`src/rtl/vga_timing_gen.sv`:
```
// VGA raster timing generator: H/V counters, a fetch-coordinate stage, and a
// display-aligned copy of the decode delayed a further P_FETCH_LEAD cycles.
module vga_timing_gen #(
    parameter int P_H_VISIBLE     = 640,
    parameter int P_H_FRONT_PORCH = 16,
    parameter int P_H_SYNC_PULSE  = 96,
    parameter int P_H_BACK_PORCH  = 48,
    parameter int P_V_VISIBLE     = 480,
    parameter int P_V_FRONT_PORCH = 10,
    parameter int P_V_SYNC_PULSE  = 2,
    parameter int P_V_BACK_PORCH  = 33,
    parameter int P_H_SYNC_POL    = 0,
    parameter int P_V_SYNC_POL    = 0,
    parameter int P_FETCH_LEAD    = 2,
    parameter int P_FRAME_BITS    = 8
) (
    input  logic                               i_VGA_CLOCK,
    input  logic                               i_RESET_N,
    input  logic                               i_ENABLE,
    output logic                               o_FETCH_VALID,
    output logic [$clog2(P_H_VISIBLE)-1:0]     o_FETCH_X,
    output logic [$clog2(P_V_VISIBLE)-1:0]     o_FETCH_Y,
    output logic                               o_VGA_SYNC_H,
    output logic                               o_VGA_SYNC_V,
    output logic                               o_DRAW_ENABLE,
    output logic [$clog2(P_H_VISIBLE)-1:0]     o_SCANLINE_X,
    output logic [$clog2(P_V_VISIBLE)-1:0]     o_SCANLINE_Y,
    output logic                               o_LINE_START,
    output logic                               o_FRAME_START,
    output logic                               o_VBLANK,
    output logic [P_FRAME_BITS-1:0]            o_FRAME_COUNT
);

    localparam int H_TOTAL = P_H_VISIBLE + P_H_FRONT_PORCH + P_H_SYNC_PULSE + P_H_BACK_PORCH;
    localparam int V_TOTAL = P_V_VISIBLE + P_V_FRONT_PORCH + P_V_SYNC_PULSE + P_V_BACK_PORCH;
    localparam int HW = $clog2(H_TOTAL);
    localparam int VW = $clog2(V_TOTAL);
    localparam int XW = $clog2(P_H_VISIBLE);
    localparam int YW = $clog2(P_V_VISIBLE);

    // Thresholds carry one spare bit so a sync pulse ending exactly at the
    // total count cannot wrap to zero.
    localparam logic [HW:0]   H_VIS_END  = (HW+1)'(P_H_VISIBLE);
    localparam logic [HW:0]   H_SYNC_BEG = (HW+1)'(P_H_VISIBLE + P_H_FRONT_PORCH);
    localparam logic [HW:0]   H_SYNC_END = (HW+1)'(P_H_VISIBLE + P_H_FRONT_PORCH + P_H_SYNC_PULSE);
    localparam logic [HW-1:0] H_LAST     = HW'(H_TOTAL - 1);
    localparam logic [VW:0]   V_VIS_END  = (VW+1)'(P_V_VISIBLE);
    localparam logic [VW:0]   V_SYNC_BEG = (VW+1)'(P_V_VISIBLE + P_V_FRONT_PORCH);
    localparam logic [VW:0]   V_SYNC_END = (VW+1)'(P_V_VISIBLE + P_V_FRONT_PORCH + P_V_SYNC_PULSE);
    localparam logic [VW-1:0] V_LAST     = VW'(V_TOTAL - 1);

    localparam logic H_ACT = 1'(P_H_SYNC_POL);
    localparam logic V_ACT = 1'(P_V_SYNC_POL);

    typedef struct packed {
        logic          visible;
        logic          sync_h;
        logic          sync_v;
        logic          line_start;
        logic          frame_start;
        logic          vblank;
        logic [XW-1:0] x;
        logic [YW-1:0] y;
    } stage_t;

    // Sync levels are stored already polarised so every output is a plain flop.
    localparam stage_t STAGE_IDLE = '{
        visible: 1'b0, sync_h: ~H_ACT, sync_v: ~V_ACT,
        line_start: 1'b0, frame_start: 1'b0, vblank: 1'b0,
        x: '0, y: '0
    };

    logic [HW-1:0]           h;
    logic [VW-1:0]           v;
    logic [P_FRAME_BITS-1:0] frame_count;
    stage_t                  dec;
    stage_t                  pipe [0:P_FETCH_LEAD];

    logic h_vis, v_vis, h_sync, v_sync;

    assign h_vis  = {1'b0, h} < H_VIS_END;
    assign v_vis  = {1'b0, v} < V_VIS_END;
    assign h_sync = ({1'b0, h} >= H_SYNC_BEG) && ({1'b0, h} < H_SYNC_END);
    assign v_sync = ({1'b0, v} >= V_SYNC_BEG) && ({1'b0, v} < V_SYNC_END);

    // NOTE: state uses non-blocking assignments so every flop samples the
    // pre-edge value of every other flop, independent of statement order.
    always_ff @(posedge i_VGA_CLOCK or negedge i_RESET_N) begin
        if (!i_RESET_N) begin
            h           <= '0;
            v           <= '0;
            frame_count <= '0;
        end else if (!i_ENABLE) begin
            h <= '0;
            v <= '0;
        end else if (h == H_LAST) begin
            h <= '0;
            if (v == V_LAST) begin
                v           <= '0;
                frame_count <= frame_count + 1'b1;
            end else begin
                v <= v + 1'b1;
            end
        end else begin
            h <= h + 1'b1;
        end
    end

    // NOTE: dec gets a full default before any condition, so no path through
    // this block leaves a field unassigned and no latch is inferred.
    always_comb begin
        dec = STAGE_IDLE;
        if (i_ENABLE) begin
            dec.visible     = h_vis && v_vis;
            dec.sync_h      = h_sync ? H_ACT : ~H_ACT;
            dec.sync_v      = v_sync ? V_ACT : ~V_ACT;
            dec.line_start  = (h == '0);
            dec.frame_start = (h == '0) && (v == '0);
            dec.vblank      = !v_vis;
            if (h_vis && v_vis) begin
                dec.x = h[XW-1:0];
                dec.y = v[YW-1:0];
            end
        end
    end

    // NOTE: the delay line is a few flops rather than a RAM, so it is reset
    // with everything else; outputs must read idle the instant reset asserts.
    always_ff @(posedge i_VGA_CLOCK or negedge i_RESET_N) begin
        if (!i_RESET_N) begin
            for (int i = 0; i <= P_FETCH_LEAD; i++) pipe[i] <= STAGE_IDLE;
        end else begin
            pipe[0] <= dec;
            for (int i = 1; i <= P_FETCH_LEAD; i++) pipe[i] <= pipe[i-1];
        end
    end

    assign o_FETCH_VALID = pipe[0].visible;
    assign o_FETCH_X     = pipe[0].x;
    assign o_FETCH_Y     = pipe[0].y;

    assign o_DRAW_ENABLE = pipe[P_FETCH_LEAD].visible;
    assign o_VGA_SYNC_H  = pipe[P_FETCH_LEAD].sync_h;
    assign o_VGA_SYNC_V  = pipe[P_FETCH_LEAD].sync_v;
    assign o_SCANLINE_X  = pipe[P_FETCH_LEAD].x;
    assign o_SCANLINE_Y  = pipe[P_FETCH_LEAD].y;
    assign o_LINE_START  = pipe[P_FETCH_LEAD].line_start;
    assign o_FRAME_START = pipe[P_FETCH_LEAD].frame_start;
    assign o_VBLANK      = pipe[P_FETCH_LEAD].vblank;
    assign o_FRAME_COUNT = frame_count;

endmodule
```
`config.mk`:
```
export PLATFORM = sky130hd
export DESIGN_NAME = vga_timing_gen
export DESIGN_NICKNAME = d
export VERILOG_FILES = /design/src/rtl/vga_timing_gen.sv
export SDC_FILE = /design/constraint.sdc
export NUM_CORES = 1
export LEC_CHECK = 0
export ABC_AREA = 1
export ABC_CLOCK_PERIOD_IN_PS = 1700
export BUFFER_PORTS_ARGS = -buffer_cell sky130_fd_sc_hd__buf_2
export CAP_MARGIN = 40
export CORE_UTILIZATION = 50
export DETAILED_ROUTE_END_ITERATION = 6
export PLACE_DENSITY_LB_ADDON = 0.12
export SLEW_MARGIN = 20
export SYNTH_ARGS = -nofsm -noshare
export SYNTH_HDL_FRONTEND = slang
export SYNTH_SLANG_ARGS = --single-unit
```
`constraint.sdc`:
```
create_clock -name i_VGA_CLOCK -period 1.7 [get_ports i_VGA_CLOCK]
set_clock_uncertainty 0.2 [all_clocks]
set_input_delay 0.085 -clock i_VGA_CLOCK [delete_from_list [all_inputs] [get_ports i_VGA_CLOCK]]
set_output_delay 0.085 -clock i_VGA_CLOCK [all_outputs]
set_load 0.05 [all_outputs]
```
==> results of run 1 <==
## power by group through the flow
stage	logic, mW	registers (mW)	clock network [mW]
3_5_place_dp	0.189	2.54	0
4_1_cts	0.201	2.50	1.45
3_3_place_gp	0.186	2.54	0
2_1_floorplan	0.0793	2.57	0
6_report	0.208	2.50	1.40
5_1_grt	0.230	2.50	1.54
## cells in the mapped netlist, types with 3 or more instances
cell / number / area share (%)
a21oi_1: 4 / 0.49
buf_4: 43 / 7.9
dfrtp_1: 97 / 60
dfstp_2: 6 / 3.9
ha_1: 5 / 1.5
inv_1: 37 / 3.4
nand2_1: 58 / 5.3
nand2_2: 3 / 0.46
nand3_1: 27 / 3.3
nand4_1: 5 / 0.77
nor2_1: 49 / 4.5
nor2_2: 4 / 0.61
nor2_4: 4 / 1.1
nor3_1: 8 / 0.98
o21ai_0: 8 / 0.98
xor2_1: 7 / 1.5
## sequential cells by signal, summed over array words and instances (netlist names), 8 cells and up
signal	flops
h	10
o_FETCH_X	10
o_FETCH_Y	9
o_FRAME_COUNT	8
o_SCANLINE_X	10
o_SCANLINE_Y	9
pipe	30
v	10
## metal layers
| layer | routed length, microns | GRT usage [%] | share of wire (%) | vias up |
|---|---|---|---|---|
| li1 | - | - | - | 1251 |
| met1 | 3270 | 24.1 | 49 | 1243 |
| met2 | 3030 | 25.1 | 45 | 70 |
| met3 | 284 | 3.61 | 4.2 | 12 |
| met4 | 134 | 8.20 | 2.0 | 0 |
| met5 | 0 | 0 | 0 | - |
## through the flow
step / TNS [ps] / cells
floorplan: 0 / 382
global route: -66.6 / 536
CTS: 0 / 533
global placement: -227 / 510
detailed placement: -859 / 510
finish: 0 / 536
## logic make-up after synthesis
| group | after synthesis | synth area share [%] |
|---|---|---|
| and+or+nand+nor | 168 | 19.7 |
| DFF | 103 | 63.4 |
| buffers and inverters | 83 | 11.6 |
| AOI/OAI and AO/OA | 16 | 2.18 |
| xor gates and xnor gates | 7 | 1.50 |
| adders and majority gates | 5 | 1.53 |
## final timing paths
check	start	end	slack, ps	cells after the start
max in group asynchronous	i_RESET_N	pipe[72]$_DFF_PN1_	210	4
hold / removal	pipe[29]$_DFF_PN0_	o_SCANLINE_Y[4]$_DFF_PN0_	150	0
setup / recovery	h[0]$_DFF_PN0_	v[0]$_DFFE_PN0P_	70	7
min in group asynchronous	i_RESET_N	o_SCANLINE_Y[2]$_DFF_PN0_	480	3
hold reg to reg	pipe[29]$_DFF_PN0_	o_SCANLINE_Y[4]$_DFF_PN0_	150	0
setup reg to reg	h[0]$_DFF_PN0_	v[0]$_DFFE_PN0P_	70	7
## repair_timing
| item | CTS | global route |
|---|---|---|
| endpoints found under the setup margin | 16 | 25 |
| endpoints found under the hold margin | 106 | 0 |
| gates resized for setup | 4 | 19 |
| hold buffers | 3 | 0 |
| buffers inserted | 4 | 3 |
| pin swaps | 6 | 9 |
## cell type report
class	instances	area share (%)
inverters	39	3.14
multi-input cells	196	23.6
well taps	102	2.74
clock inverters	7	1.21
flip-flops and latches	103	55.6
clock buffers	9	2.66
repair buffers	80	11.0
==> metrics.md, run 1 <==
| Metric | Value |
|---|---|
| Startpoint class of the critical path | register |
| Worst Setup Slack, final | 68.6 ps |
| Clock-pin transition on the worst setup and hold timing paths | approximately 100 ps |
| Vias in the first global route | 2375 |
| First-pass GRT wire length | 11100 microns |
| Gate power share | between 5 and 6% |
| Post-layout minimum cycle time | 1630 ps |
| Worst hold path class | reg2reg |
| Initial antenna violation count | 0 |
| Post-Syn Area | between 0.004 and 0.005 sq mm |
| DR iter-0 viols | roughly 100 |
| CP most frequent cell | nor2_4 |
| Synthesized area per cell | 10.7 sq um |
| Post-synth EDFFs | 0 |
| Maximum vdd drop | roughly 0.00040 V |
| Worst Path Required | 1780 ps |
| DP Area | ~0.0043 sq mm |
| Max_slew headroom | between 70 and 80% |
| Longest Clk Path Bufs | 2 |
| Post-synthesis cell type count | 30 |
| TritonCTS buffer count | 9 |
| Core Area | 0.00781 sq mm |
| Total gr overflow | 0 |
| Layout fillers | between 600 and 700 |
| Tcrit/Tclk final | between 90% and 100% |
| Total Power | just over 4 mW |
| Worst EP arrival | 1710 ps |
| Vias per cell | 4.81 |
| DP HPWL | 4510 microns |
| Hold Slack | ~150 ps |
| Clock sink count | ~100 |
| Switching pwr | 1.02 mW |
| Largest net degree at the start of global routing | 37 |
| Crit-path max cell delay | 420 ps |
| Drt pass-1 iters | 4 |
| Place WS | -109 ps |
| Final Cell Area | ~0.0047 sq mm |
| Sw frac | about a quarter |
| Row cnt | 32 |
| Post-Synthesis Cells | about 380 |
| Antenna fix cells | 0 |
| Final Util | between 50% and 60% |
| Ys async rst share | 100% |
| Most common cell after layout, fill and taps aside | dfrtp_1 |
| Total Routing Usage GR | 17.0% |
| CP delay by family, top | simple AND/OR/NAND/NOR gates |
| Port bufs | 55 |
| Clk Latency, worst-skew pair | 360 ps |
| Die ar. | between 0.008 and 0.009 sq mm |
| Die width | approximately 92 microns |
| Routed wire length | 6710 microns |
| Slew Limit Fails | 0 |
| Clk pwr share | between 30% and 40% |
| Initial core utilization | 52.2% |
| Most frequent cells in the layout | dfrtp_1, nand2_1, buf_2, nor2_1, inv_1 |
| Flop pwr share | between 60% and 70% |
| Max capacitance violation total | 0 |
| Crit path max fanout | 8 |
| Final hold viol count | 0 |
| RD Place Congestion | 0.851 |
| Syn_nets | 390 |
| TritonCTS clock tree | yes |
| Area grow syn2layout | 14.2% |
| Critical path cell sequence | ha_4 -> nand2_4 -> nor2_4 -> nand3_4 -> nor2_4 -> nand2_1 -> o21ai_0 |
| Max H-tree Level | 3 |
| Post-DR wirelength/cell | around 13 microns |
| Die Height | 92.3 microns |
| Vias | ~2600 |
| Routed Antenna Nets | 0 |
| Reg area | 0.00259 sq mm |
| Pint | a little over 3 mW |
| Crit Path Class | reg2reg |
| Finish-stage setup viols | 0 |
| Flops & latches, synth | 103 |
| Clock root buffer | clkbuf_8 |
| RSZ-0062 raised after global routing | yes |
| Worst-margin pin slew | roughly 370 ps |
| Nets | 437 |
| Yosys warns | 0 |
| I/O pin cnt | 56 |
| Ys flop type | dfrtp_1 |
| Multi-input logic area | 0.00110 sq mm |
| F_max | 0.613 GHz |
| Leak | between 2 and 2.5 nW |
| Status | complete, no violations |
| Pwr/cell area | just under 900 mW/mm^2 |
| DRC viols | 0 |
| CP max stage cell | dfrtp_1 |
| Layout cell share with drive strength beyond 1 | 30.4% |
| Sequential share of the synthesized area | between 60 and 70% |
| Buf/Inv on CP | 0 |
| Critical path endpoint category | register |
Note: power is estimated with default switching activity, not from simulation.
==> run 2, diff against run 1 <==
--- a/config.mk
+++ b/config.mk
@@ -5,11 +5,10 @@
 export SDC_FILE = /design/constraint.sdc
 export NUM_CORES = 1
 export LEC_CHECK = 0
-export ABC_AREA = 1
 export ABC_CLOCK_PERIOD_IN_PS = 1700
 export BUFFER_PORTS_ARGS = -buffer_cell sky130_fd_sc_hd__buf_2
 export CAP_MARGIN = 40
-export CORE_UTILIZATION = 50
+export CORE_UTILIZATION = 51
 export DETAILED_ROUTE_END_ITERATION = 6
 export PLACE_DENSITY_LB_ADDON = 0.12
 export SLEW_MARGIN = 20
==> constraint.sdc (replaced) <==
create_clock -name i_VGA_CLOCK -period 1.7 [get_ports i_VGA_CLOCK]
set_clock_uncertainty 0.2 [all_clocks]
set_input_delay 0.085 -clock i_VGA_CLOCK [delete_from_list [all_inputs] [get_ports i_VGA_CLOCK]]
set_output_delay 0.085 -clock i_VGA_CLOCK [all_outputs]
set_load 0.1 [all_outputs]
==> run 2 against run 1 <==
Largest power group unchanged. Sequential share of layout area shrank 2.1 points. Final area grew 3.8%. Worst hold slack lost 100 ps. Highest routed layer unchanged. The run now ends with negative setup slack left. Clock power grew 10%. Critical path type unchanged.
==> metrics.md, run 2 <==
| Metric | Value |
|---|---|
| Biggest register | pipe |
| Clock root buffer | clkbuf_8 |
| Most frequent cell after synthesis | dfrtp_1 |
| Vias per cell | 4.99 |
| Routed Antenna Nets | 0 |
| Total gr overflow | 0 |
| Switching pwr | between 1 and 1.5 mW |
| Total Power | about 4.4 mW |
| Ys flop type | dfrtp_1 |
| Sw frac | about a quarter |
| Post-synth EDFFs | 0 |
| Synth area leader | dfrtp_1 |
| Setup crit start | h[7]$_DFF_PN0_ |
| Worst EP arrival | 2200 ps |
| Post-DR wirelength/cell | ~14 microns |
| Failing checks | negative setup slack |
| Antenna fix cells | 0 |
| Pint | around 3.3 mW |
| Syn_nets | between 300 and 400 |
| Flop pwr share | around 56% |
| Max H-tree Level | 3 |
| Core Area | around 0.0073 sq mm |
| Longest Clk Path Bufs | 2 |
| Layout cell share with drive strength beyond 1 | between 40% and 50% |
| Clk Latency, worst-skew pair | approximately 370 ps |
| Worst Path Required | 1780 ps |
| R2R setup slack | -420 ps |
| Flops & latches, synth | between 100 and 150 |
| Die width | 89.2 microns |
| Status | finished, violations left |
| I/O pin cnt | 56 |
| Worst hold path class | in2async |
| Finish-stage setup viols | 29 |
| Vias in the first global route | 2340 |
| Nets | a little under 400 |
| Synthesized area per cell | 12.9 sq um |
| RSZ-0062 raised after global routing | yes |
| Gate power share | between 8 and 9% |
| Drt pass-1 iters | 4 |
| Die Height | about 89 microns |
| Max reg flops | 30 |
| Port bufs | 55 |
| Area share of the largest cell type after synthesis | 62.6% |
| Initial core utilization | between 50% and 60% |
| Max_slew headroom | ~65% |
| Layout fillers | 589 |
| Die ar. | around 0.008 sq mm |
| Crit-path max cell delay | between 500 and 600 ps |
| Post-synthesis cell type count | 41 |
| Worst Setup Slack, final | -418 ps |
| F_max | between 0.4 and 0.5 GHz |
| Clk pwr share | between 30% and 40% |
| Buf/Inv on CP | 0 |
| Pwr/cell area | between 900 and 1000 mW/mm^2 |
| Top cells by area, synth | dfrtp_1, buf_4, dfstp_2 |
| Startpoint class of the critical path | register |
| DR iter-0 viols | roughly 140 |
| Slew Limit Fails | 0 |
| CP max stage cell | or4b_4 |
| Worst-margin pin slew | roughly 530 ps |
| Tcrit/Tclk final | 125% |
| RD Place Congestion | 0.842 |
| Crit Path Class | reg2reg |
| Row cnt | 31 |
| Critical path cell sequence | or4b_4 -> or3_4 -> or4_1 -> o221ai_1 |
| TritonCTS buffer count | 9 |
| Most common cell after layout, fill and taps aside | dfrtp_1 |
| FF-to-FF path depth | 4 |
| Post-Syn Area | slightly below 0.004 sq mm |
| Start of the worst register-to-register path | h[7]$_DFF_PN0_ |
| Worst setup endpoint | v[7]$_DFFE_PN0P_ |
| Post-Synthesis Cells | 300 |
| Critical path endpoint category | register |
| Final hold viol count | 0 |
| CP delay by family, top | simple AND/OR/NAND/NOR gates |
| Most frequent cells in the layout | dfrtp_1, buf_2, buf_4, nor4_1, and2_1 |
| Maximum vdd drop | 0.000533 V |
| RR Endpoint | v[7]$_DFFE_PN0P_ |
| Total Routing Usage GR | about a fifth |
| Vias | about 2400 |
| Leak | about 2.5 nW |
| Crit path max fanout | 5 |
| Area grow syn2layout | 24.6% |
| Final Util | around 66% |
| Ys async rst share | 100% |
| Initial antenna violation count | 0 |
| DRC viols | 0 |
| TritonCTS clock tree | yes |
| First-pass GRT wire length | approximately 11000 microns |
| Largest net degree at the start of global routing | 55 |
| Routed wire length | about 7000 microns |
| Clock-pin transition on the worst setup and hold timing paths | 110 ps |
| Clock sink count | roughly 100 |
| Crit path depth | 4 |
| Post-layout minimum cycle time | ~2100 ps |
| Sequential share of the synthesized area | approximately 67% |
| Max capacitance violation total | 0 |
| Yosys warns | 0 |
| Top cells by count, synth | dfrtp_1, buf_4, nor4_1, and2_1 |
| DP HPWL | about 4500 microns |
run 2: cell types whose count changed in the layout (fill, tap and decap cells not counted), sizes merged, moves of 12 or more:
cell   delta
nand3    -18
inv      -30
buf      +39
nor4     +13
and2     +13
nor2     -48
nand2    -51
xnor2    +12
run 2: metal layers:
layer  vias to the layer above  GRT usage, %  wire length, microns
met5                         -             0                     0
met4                         0          8.23                    99
met3                         9          5.63                   288
met2                        70          30.2                  3490
met1                      1188          24.4                  3070
li1                       1160             -                     -
run 2: worst min-delay path by stage:
stage | end | cells after the start | startpoint | slack [ps]
after floorplan | h[0]$_DFF_PN0_ | 0 | i_RESET_N | -410
after global placement | o_DRAW_ENABLE$_DFF_PN0_ | 1 | i_RESET_N | -250
after detailed placement | o_DRAW_ENABLE$_DFF_PN0_ | 1 | i_RESET_N | -250
after CTS | h[2]$_DFF_PN0_ | 5 | i_ENABLE | 30
after global routing | h[0]$_DFF_PN0_ | 3 | i_RESET_N | 70
final | o_FRAME_COUNT[3]$_DFFE_PN0P_ | 3 | i_RESET_N | 50
run 2: power groups by stage:
stage | Sequential, mW | Combinational [mW] | Clock (mW)
after floorplan | 2.63 | 0.168 | 0
after global placement | 2.56 | 0.353 | 0
after detailed placement | 2.56 | 0.355 | 0
after CTS | 2.52 | 0.385 | 1.60
after global routing | 2.52 | 0.420 | 1.68
final | 2.52 | 0.394 | 1.54
run 2: area by class of cell:
type                            instances  area [sq um]  area share [%]
Sequential cell                       103          2590            53.5
Multi-Input combinational cell        139          1050            21.8
Timing Repair Buffer                  120           831            17.2
Clock buffer                            9           124            2.56
Tap cell                               99           124            2.56
Clock inverter                          7          81.3            1.68
Inverter                                9          33.8           0.699
run 2: logic make-up after synthesis:
group,synth area share [%]
DFF,66.7
and+or+nand+nor,14.3
buffers and inverters,9.84
AOI/OAI and AO/OA,3.61
xor gates and xnor gates,3.16
adders and majority gates,1.61
muxes,0.807
run 2: worst reg2reg max path, stage by stage, from the launching register on:
cell and delay [ps]:
dfrtp_1 380, or4b_4 580, or3_4 390, or4_1 400, o221ai_1 90
run 2: metrics by stage:
step | instance area [sq um] | hold WS [ps] | TNS (ps) | instances | worst slack [ps]
2_1_floorplan | 3900 | -411 | -8700 | 300 | -487
3_3_place_gp | 4360 | -247 | -5130 | 456 | -370
3_5_place_dp | 4360 | -247 | -5790 | 456 | -407
5_1_grt | 4830 | 74.1 | -8840 | 486 | -469
6_report | 4830 | 47.5 | -6850 | 486 | -418
4_1_cts | 4790 | 33.6 | -7320 | 487 | -422
run 2: repair_timing:
item	4_1_cts	5_1_grt
hold endpoints to repair	108	0
pin swaps	4	10
cloned	2	0
gates resized for setup	22	18
hold buffers	4	0
buffers inserted	10	4
endpoints found under the setup margin	28	40
==> run 3, diff against run 2 <==
--- a/config.mk
+++ b/config.mk
@@ -5,12 +5,12 @@
 export SDC_FILE = /design/constraint.sdc
 export NUM_CORES = 1
 export LEC_CHECK = 0
-export ABC_CLOCK_PERIOD_IN_PS = 1700
+export ABC_CLOCK_PERIOD_IN_PS = 1840
 export BUFFER_PORTS_ARGS = -buffer_cell sky130_fd_sc_hd__buf_2
 export CAP_MARGIN = 40
-export CORE_UTILIZATION = 51
+export CORE_UTILIZATION = 45
 export DETAILED_ROUTE_END_ITERATION = 6
-export PLACE_DENSITY_LB_ADDON = 0.12
+export PLACE_DENSITY = 0.7
 export SLEW_MARGIN = 20
 export SYNTH_ARGS = -nofsm -noshare
 export SYNTH_HDL_FRONTEND = slang
==> constraint.sdc (replaced) <==
create_clock -name i_VGA_CLOCK -period 1.84 [get_ports i_VGA_CLOCK]
set_clock_uncertainty 0.2 [all_clocks]
set_input_delay 0.092 -clock i_VGA_CLOCK [delete_from_list [all_inputs] [get_ports i_VGA_CLOCK]]
set_output_delay 0.092 -clock i_VGA_CLOCK [all_outputs]
set_load 0.1 [all_outputs]
==> run 3 against run 2 <==
The run still ends with negative setup slack left. Clock-buffer cell count is 1 higher. Largest cell class unchanged. Register-to-register slack better by 140 ps. Power is 11% lower. Final cell count is 0.82% lower. Highest routed layer unchanged. Routed wire length is 0.29% lower. Final area is 2.8% lower.
==> metrics.md, run 3 (synthesis gave the netlist of run 2 again) <==
| Metric | Value |
|---|---|
| DP Area | 0.00429 sq mm |
| F_max | roughly 0.47 GHz |
| Initial antenna violation count | 0 |
| Vias per cell | about 5 |
| Post-layout minimum cycle time | between 2000 and 2500 ps |
| RSZ-0062 raised after global routing | yes |
| Max reg flops | 30 |
| Maximum vdd drop | 0.000343 V |
| Drt pass-1 iters | 4 |
| Finish-stage setup viols | 18 |
| Critical path endpoint category | register |
| Routed Antenna Nets | 0 |
| DRC viols | 0 |
| Leak | between 2 and 2.5 nW |
| RD Place Congestion | between 0.8 and 0.9 |
| Final hold viol count | 0 |
| Worst hold path class | in2async |
| Routed wire length | 6920 microns |
| Clk Latency, worst-skew pair | 370 ps |
| Biggest register | pipe |
| Layout fillers | about 700 |
| Worst EP arrival | 2200 ps |
| Failing checks | negative setup slack |
| Setup TNS | -3870 ps |
| Die width | 94.8 microns |
| Vias in the first global route | approximately 2300 |
| Most common cell after layout, fill and taps aside | dfrtp_1 |
| Longest Clk Path Bufs | 2 |
| Core Area | between 0.008 and 0.009 sq mm |
| Antenna fix cells | 0 |
| Pwr/cell area | around 840 mW/mm^2 |
| Vias | around 2400 |
| Layout cell share with drive strength beyond 1 | around two fifths |
| Initial core utilization | 47.0% |
| Total Routing Usage GR | 16.9% |
| DR iter-0 viols | 148 |
| Worst-margin pin slew | approximately 530 ps |
| Max H-tree Level | 3 |
| Clock-pin transition on the worst setup and hold timing paths | approximately 100 ps |
| Final Util | between 50% and 60% |
| DP HPWL | roughly 4500 microns |
| Clock sink count | between 100 and 150 |
| First-pass GRT wire length | ~11000 microns |
| Post-DR wirelength/cell | roughly 14 microns |
| I/O pin cnt | 56 |
| Area grow syn2layout | 21.1% |
| Final Cell Area | 0.00469 sq mm |
| Most frequent cells in the layout | dfrtp_1, buf_2, buf_4, nor4_1, and2_1 |
| Die ar. | 0.00899 sq mm |
| Clock root buffer | clkbuf_8 |
| TritonCTS buffer count | 9 |
| Crit Path Class | reg2reg |
| Row cnt | 33 |
| Port bufs | 55 |
| Hold Slack | around 43 ps |
| Slew Limit Fails | 0 |
| Max_slew headroom | 64.4% |
| Max capacitance violation total | 0 |
| Largest net degree at the start of global routing | 48 |
| Worst Setup Slack, final | -282 ps |
| Worst Path Required | around 1900 ps |
| Nets | between 300 and 400 |
| Total gr overflow | 0 |
| Die Height | around 95 microns |
| Startpoint class of the critical path | register |
| Tcrit/Tclk final | 115% |
| Status | finished, violations left |
| TritonCTS clock tree | yes |
| Crit path max fanout | 5 |
## run 3: changes by cell type in the layout (fill, tap and decap cells not counted), moves of 2 or more
cell,change
buf_4,-6
nor2_1,+5
buf_6,-3
nor2_4,-3
nor2_2,-2
nor3_2,-2
## run 3: where the power goes
group / switching (mW) / internal (mW) / total [mW]
Combinational: 0.252 / 0.0878 / 0.339
Sequential: 0.0167 / 2.31 / 2.33
Clock: 0.786 / 0.513 / 1.30
## run 3: through the flow
stage / std cells / power [mW] / setup slack, ps
after CTS: 478 / 3.99 / -287
after floorplan: 300 / 2.58 / -347
after global placement: 453 / 2.68 / -230
after detailed placement: 453 / 2.69 / -262
final: 482 / 3.96 / -282
after global routing: 482 / 4.14 / -359
## run 3: worst paths after layout
path                                    start                         to  slack [ps]  cells past startpoint
min                                 i_RESET_N     o_VGA_SYNC_H$_DFF_PN1_          40                      2
max in group asynchronous           i_RESET_N     o_FETCH_X[5]$_DFF_PN0_         440                      3
min in group i_VGA_CLOCK             i_ENABLE             h[8]$_DFF_PN0_          60                      5
max                            h[5]$_DFF_PN0_           v[7]$_DFFE_PN0P_        -280                      4
max reg2reg                    h[5]$_DFF_PN0_           v[7]$_DFFE_PN0P_        -280                      4
min reg2reg                pipe[42]$_DFF_PN0_  o_SCANLINE_X[8]$_DFF_PN0_         150                      0
## run 3: timing repair
action / CTS / global route
hold buffers: 4 / 0
setup endpoints to repair: 18 / 25
hold endpoints to repair: 108 / 0
pin swaps: 4 / 9
setup buffers: 4 / 4
resized for setup: 13 / 11
gates cloned: 1 / 0
## run 3: cell type report
cell class,instances,area [sq um],area share (%)
Inverter,9,33.8,0.720
Sequential cell,103,2590,55.1
Timing Repair Buffer,110,732,15.6
Clock buffer,10,128,2.72
Tap cell,105,131,2.80
Clock inverter,6,53.8,1.15
Multi-Input combinational cell,139,1030,21.9
## run 3: routing by layer
layer / GRT usage, % / vias to the layer above / wire (microns)
met5: 0 / - / 0
met4: 8.21 / 0 / 199
li1: - / 1123 / -
met3: 4.75 / 22 / 386
met1: 22.6 / 1166 / 2990
met2: 25.4 / 93 / 3350
## run 3: worst max-delay path, cell delays in order, from the launching register on
cell and delay [ps]:
dfrtp_1 390, or4b_4 580, or3_4 380, or4_1 400
o221ai_1 80
